<file path="src/rtl/dma_bus_arb.sv">
// dma_bus_arb: round-robin arbiter/sequencer sharing the SD-host DMA bus
// between the TX-fetch requester (port 0) and the RX-store requester (port 1).
//
// Ports:
//   bus_clk, rstn           clock, synchronous active-low reset
//   pN_req/we/addr/wdata    requester command, held until pN_ack
//   pN_ack/err/rdata        one-cycle completion (err on timeout), read data
//   bus_addr/wdata/rd/wr    registered command to the DMA bus server
//   bus_ready               server idle
//   bus_rdata_ready/rdata   read data return pulse
module dma_bus_arb #(
    parameter int TIMEOUT_CYC = 15
) (
    input  logic        bus_clk,
    input  logic        rstn,
    input  logic        p0_req,
    input  logic        p0_we,
    input  logic [16:0] p0_addr,
    input  logic [7:0]  p0_wdata,
    output logic        p0_ack,
    output logic [7:0]  p0_rdata,
    output logic        p0_err,
    input  logic        p1_req,
    input  logic        p1_we,
    input  logic [16:0] p1_addr,
    input  logic [7:0]  p1_wdata,
    output logic        p1_ack,
    output logic [7:0]  p1_rdata,
    output logic        p1_err,
    output logic [16:0] bus_addr,
    output logic [7:0]  bus_wdata,
    output logic        bus_rd,
    output logic        bus_wr,
    input  logic        bus_ready,
    input  logic        bus_rdata_ready,
    input  logic [7:0]  bus_rdata
);

    typedef enum logic [1:0] {
        S_IDLE,
        S_ISSUE,
        S_WAIT,
        S_DONE
    } state_t;

    state_t      state;
    state_t      state_nx;

    logic        last;
    logic        gnt_id;
    logic        gnt_we;
    logic [7:0]  cnt;

    logic        grant;
    logic        pick;
    logic        rd_done;
    logic        wr_done;
    logic        cmpl;
    logic        tmo;

    // Register state.
    always_ff @(posedge bus_clk) begin
        if (!rstn) begin
            state <= S_IDLE;
        end else begin
            state <= state_nx;
        end
    end

    always_comb begin
        state_nx = state;
        // Contention goes to the port that was not served last.
        pick     = (p0_req && p1_req) ? ~last : p1_req;
        grant    = 1'b0;
        // cnt is 0 only on the first WAIT cycle, where completion is ignored.
        rd_done  = !gnt_we && bus_rdata_ready && (cnt != 8'd0);
        wr_done  = gnt_we && bus_ready && (cnt != 8'd0);
        cmpl     = 1'b0;
        tmo      = 1'b0;
        unique case (state)
            S_IDLE: begin
                if (bus_ready && (p0_req || p1_req)) begin
                    grant    = 1'b1;
                    state_nx = S_ISSUE;
                end
            end
            S_ISSUE: begin
                state_nx = S_WAIT;
            end
            S_WAIT: begin
                cmpl = rd_done || wr_done;
                tmo  = !cmpl && (cnt == 8'(TIMEOUT_CYC));
                if (cmpl || tmo) begin
                    state_nx = S_DONE;
                end
            end
            S_DONE: begin
                state_nx = S_IDLE;
            end
            default: begin
                state_nx = S_IDLE;
            end
        endcase
    end

    always_ff @(posedge bus_clk) begin
        if (!rstn) begin
            last      <= 1'b1;
            gnt_id    <= 1'b0;
            gnt_we    <= 1'b0;
            cnt       <= 8'd0;
            bus_addr  <= 17'd0;
            bus_wdata <= 8'd0;
            bus_rd    <= 1'b0;
            bus_wr    <= 1'b0;
            p0_ack    <= 1'b0;
            p1_ack    <= 1'b0;
            p0_err    <= 1'b0;
            p1_err    <= 1'b0;
            p0_rdata  <= 8'd0;
            p1_rdata  <= 8'd0;
        end else begin
            bus_rd <= 1'b0;
            bus_wr <= 1'b0;
            p0_ack <= 1'b0;
            p1_ack <= 1'b0;
            p0_err <= 1'b0;
            p1_err <= 1'b0;

            // Command registered on grant so the pulse lands in ISSUE.
            if (grant) begin
                last      <= pick;
                gnt_id    <= pick;
                gnt_we    <= pick ? p1_we : p0_we;
                bus_addr  <= pick ? p1_addr : p0_addr;
                bus_wdata <= pick ? p1_wdata : p0_wdata;
                bus_rd    <= pick ? !p1_we : !p0_we;
                bus_wr    <= pick ? p1_we : p0_we;
            end

            if (state == S_ISSUE) begin
                cnt <= 8'd0;
            end

            if (state == S_WAIT) begin
                cnt <= cnt + 8'd1;
                if (rd_done) begin
                    if (gnt_id) begin
                        p1_rdata <= bus_rdata;
                    end else begin
                        p0_rdata <= bus_rdata;
                    end
                end
                // Ack/err registered so they appear during DONE.
                if (cmpl || tmo) begin
                    p0_ack <= !gnt_id;
                    p1_ack <= gnt_id;
                    p0_err <= tmo && !gnt_id;
                    p1_err <= tmo && gnt_id;
                end
            end
        end
    end

endmodule

</file>
<file path="config.mk">
export PLATFORM = sky130hd
export DESIGN_NAME = dma_bus_arb
export DESIGN_NICKNAME = d
export VERILOG_FILES = /design/src/rtl/dma_bus_arb.sv
export SDC_FILE = /design/constraint.sdc
export NUM_CORES = 1
export LEC_CHECK = 0
export CAP_MARGIN = 20
export CORE_ASPECT_RATIO = 2
export CORE_MARGIN = 2
export CORE_UTILIZATION = 47
export CTS_BUF_LIST = sky130_fd_sc_hd__clkbuf_8
export CTS_CLUSTER_SIZE = 20
export DETAILED_ROUTE_END_ITERATION = 6
export GPL_TIMING_DRIVEN = 0
export PLACE_DENSITY_LB_ADDON = 0.25
export SLEW_MARGIN = 0
export SYNTH_ARGS = -nofsm -noshare
export SYNTH_HDL_FRONTEND = slang
export SYNTH_SLANG_ARGS = --single-unit
</file>
<file path="constraint.sdc">
create_clock -name bus_clk -period 5.1 [get_ports bus_clk]
set_input_delay 1.53 -clock bus_clk [delete_from_list [all_inputs] [get_ports bus_clk]]
set_output_delay 1.53 -clock bus_clk [all_outputs]
set_load 0.01 [all_outputs]
</file>
==> parameters.txt <==
Parameter                              Value

Floorplanning
  Boundary Pins ... 113
  Placeable Area ... 5420 sq um
  Die boundary width ... 57.0 um
  Total die area ... 6260 sq um
  Die span in y ... 110 um
  Site row count ... 38
  Starting density of the core ... 48.6%

Finish
  Nets@finish ... 454
  Share of post-route cells with drive strength above 1 ... 6.44%
  Fill cell count ... 431
  Most common cell after layout, fill and taps aside ... sky130_fd_sc_hd__clkdlybuf4s50_1
  Highest-count cells in the layout ignoring fill and taps ... sky130_fd_sc_hd__clkdlybuf4s50_1 (111), sky130_fd_sc_hd__dfxtp_1 (60), sky130_fd_sc_hd__mux2i_1 (44)
  Sequential cell area ... 1200 sq um
  Area of the multi-input gates ... 1330 sq um
  Count of inserted antenna diode cells ... 0
  Post-synthesis to final-layout area growth ... 52.7%
  Finished Cell Area ... 4030 sq um
  Utilization after layout ... 74.3%

Run
  Max-capacitance violation count ... 0

Global route
  GR Overflow Total ... 0
  Overall track demand over capacity in global routing ... 21.1%
  Number of global-route vias before repair ... 2276
  Largest net degree at the start of global routing ... 11
  Global-route wire length before repair ... 10.1 mm
  Initial antenna violation count ... 0

Yosys
  Top flip-flop cell by instance count after synthesis ... sky130_fd_sc_hd__dfxtp_1
  Portion of the post-synthesis area used by sequential elements ... 45.6%
  Number of synthesized register bits ... 60
  Fraction of the mapped netlist area in compound gates ... 15.2%
  Adder-cell area share of the yosys netlist ... 2.37%
  Cell area after technology mapping ... 2640 sq um
  Share of cell area taken by muxes after synthesis ... 16.7%
  Synthesized net count ... 332
  Count of flip-flops with a built-in enable after synthesis ... 0
  Fraction of synthesis flops using an asynchronous set or reset pin ... 0%
  Average cell area after synthesis ... 10.1 sq um
  Synthesized instance count ... 261
  Synth unique cells ... 35
  Warnings from Yosys ... 0
  Xor-xnor portion of the synthesized cell area ... 1.66%
  Combinational family with the most area after synthesis ... multiplexers
  Synth Area in Simple Gates ... 14.6%

Route
  Wire length per cell ... 14.5 um
  DRC marker count from the first detailed-route iteration ... 58
  Via density per instance ... 5.26
  DR vias ... 2356
  Post-Route WL ... 6.51 mm
  Detailed Routing Iterations Pass 1 ... 5
  Number of design rule violations left after detail routing ... 0
  Count of antenna-violating nets left after detailed routing ... 0

Timing
  Final Worst Setup Slack ... 2.04 ns
  Unrepaired setup endpoints after global routing ... false
  Max Clock Skew ... 0.00785 ns
  Worst-margin pin slew ... 0.585 ns
  Maximum clock frequency ... 0.327 GHz
  Final Hold Fails ... 0
  Post-Route Hold Slack ... 0.471 ns
  Ratio of final minimum period to clock period ... 60.0%
  Number of setup violations in the final report ... 0
  Slew HR ... 60.8%
  Setup_tns ... 0 ns
  Final min period ... 3.06 ns
  Number of pins exceeding their max-slew limit in the final report ... 0

Worst setup path
  Required time worst endpoint ... 5.34 ns
  Number of cells on the worst reg-to-reg path ... 7
  Worst-path maximum fanout ... 10
  Launching point of the worst reg2reg path ... state[1]$_SDFFE_PN0P_
  Reg-to-reg slack, setup ... 3.22 ns
  CP Data Arrival Time ... 3.30 ns
  Critical Path Sink Type ... flip-flop
  CP startpoint kind ... input pin
  Crit path kind ... input pin to flip-flop
  Terminus of the critical flop-to-flop path ... cnt[7]$_SDFFE_PN0P_

Clock tree
  Clock sinks ... 60
  Hold-fix buffers, CTS ... 0
  Post-CTS setup repair buffer count ... 0
  Buffers from clock root to sink, at most ... 2
  Post_cts resized ... 0
  CTS H-tree depth ... 3
  Clock-pin slew reported for the worst setup and hold paths after clock tree synthesis ... 0.07 ns
  Number of buffers created by CTS ... 9
  CTS root buf ... sky130_fd_sc_hd__clkbuf_8
  Clock tree from TritonCTS ... built
  Clock latency on the worst-skew pair ... 0.35 ns

Placed design
  Post-DP Area ... 3820 sq um
  Final RePlAce weighted congestion ... 0.755
  IO Port Bufs ... 111
  Detailed placer's ending HPWL ... 4.95 mm
  Pre-CTS setup slack ... 1.67 ns

Min path
  Sink of the worst hold path ... last$_SDFFE_PN1P_
  Class of the worst hold path ... flip-flop to flip-flop
  Hold Path Origin ... last$_SDFFE_PN1P_
  Hold Path Depth ... 2

Power and ir drop
  Maximum vdd drop ... 0.269 mV
  Power density cells ... 352 nW/um^2
  Leakage ... 1.79 nW

Outcome
  Run status ... completed
==> flip-flops by register name, indices dropped and copies added, names as in the netlist, 2 cells and up <==
signal and count:
bus_addr 17, state 2, p0_rdata 8, bus_wdata 8
p1_rdata 8, cnt 8
==> per-layer routing <==
metal	wire [um]	track usage [%]	up-vias
li1	-	-	1155
met1	2220	19.5	1102
met2	3660	38.9	81
met3	457	7.41	18
met4	180	11.6	0
met5	0	0	-
==> stage by stage <==
step | instances | power (W)
2_1_floorplan | 261 | 0.000788
5_1_grt | 448 | 0.00148
3_5_place_dp | 432 | 0.000996
4_1_cts | 448 | 0.00143
6_report | 448 | 0.00142
3_3_place_gp | 432 | 0.000985
==> worst max-delay path, cell delays in order <==
cell and delay, ns:
sky130_fd_sc_hd__clkdlybuf4s50_1 0.53, sky130_fd_sc_hd__a21boi_0 0.17, sky130_fd_sc_hd__buf_2 0.29, sky130_fd_sc_hd__buf_4 0.27, sky130_fd_sc_hd__mux2i_1 0.27, sky130_fd_sc_hd__nand2_1 0.09
sky130_fd_sc_hd__o211a_1 0.14
==> cell families after synthesis <==
| logic type | count (synthesis) |
|---|---|
| xor gates and xnor gates | 5 |
| buffers and inverters | 23 |
| muxes | 44 |
| AOI/OAI and AO/OA | 45 |
| DFF | 60 |
| and+or+nand+nor | 79 |
| adders and majority gates | 5 |
==> area by class of cell <==
cell class	count	area share (%)
Multi-Input combinational cell	178	33.1
Clock buffer	11	3.76
Tap cell	60	1.87
Timing Repair Buffer	111	27.6
Buffer	17	1.99
Inverter	6	0.560
Clock inverter	5	1.27
Sequential cell	60	29.8
==> synthesized netlist by cell type, types with 2 or more instances <==
cell	number	area [sq um]
sky130_fd_sc_hd__o211a_1	27	270
sky130_fd_sc_hd__ha_1	5	62.6
sky130_fd_sc_hd__or3_1	2	12.5
sky130_fd_sc_hd__nand2_1	37	139
sky130_fd_sc_hd__clkbuf_1	12	45.0
sky130_fd_sc_hd__mux2i_1	44	440
sky130_fd_sc_hd__nor2b_1	16	100
sky130_fd_sc_hd__a21boi_0	2	15.0
sky130_fd_sc_hd__buf_4	2	15.0
sky130_fd_sc_hd__dfxtp_1	60	1200
sky130_fd_sc_hd__a21oi_1	3	15.0
sky130_fd_sc_hd__inv_1	6	22.5
sky130_fd_sc_hd__o211ai_1	2	15.0
sky130_fd_sc_hd__nand4_1	2	12.5
sky130_fd_sc_hd__o21ai_0	5	25.0
sky130_fd_sc_hd__xor2_1	3	26.3
sky130_fd_sc_hd__nand3_1	3	15.0
sky130_fd_sc_hd__xnor2_1	2	17.5
sky130_fd_sc_hd__nor2_1	12	45.0
==> report_power, final <==
part           internal, W  switching [W]
registers         0.000535      0.0000380
clock network     0.000248       0.000183
logic             0.000227       0.000186
==> worst max path at each step <==
stage / slack (ns) / from / endpoint
CTS: 2.04 / p1_req / bus_addr[14]$_SDFFE_PN0P_
floorplan: 2.49 / p1_req / bus_addr[2]$_SDFFE_PN0P_
finish: 2.04 / p1_req / bus_addr[14]$_SDFFE_PN0P_
global route: 1.95 / p1_req / bus_addr[14]$_SDFFE_PN0P_
global placement: 1.72 / p1_req / bus_addr[14]$_SDFFE_PN0P_
detailed placement: 1.67 / p1_req / bus_addr[14]$_SDFFE_PN0P_
Power figures use the tool's default switching activity.
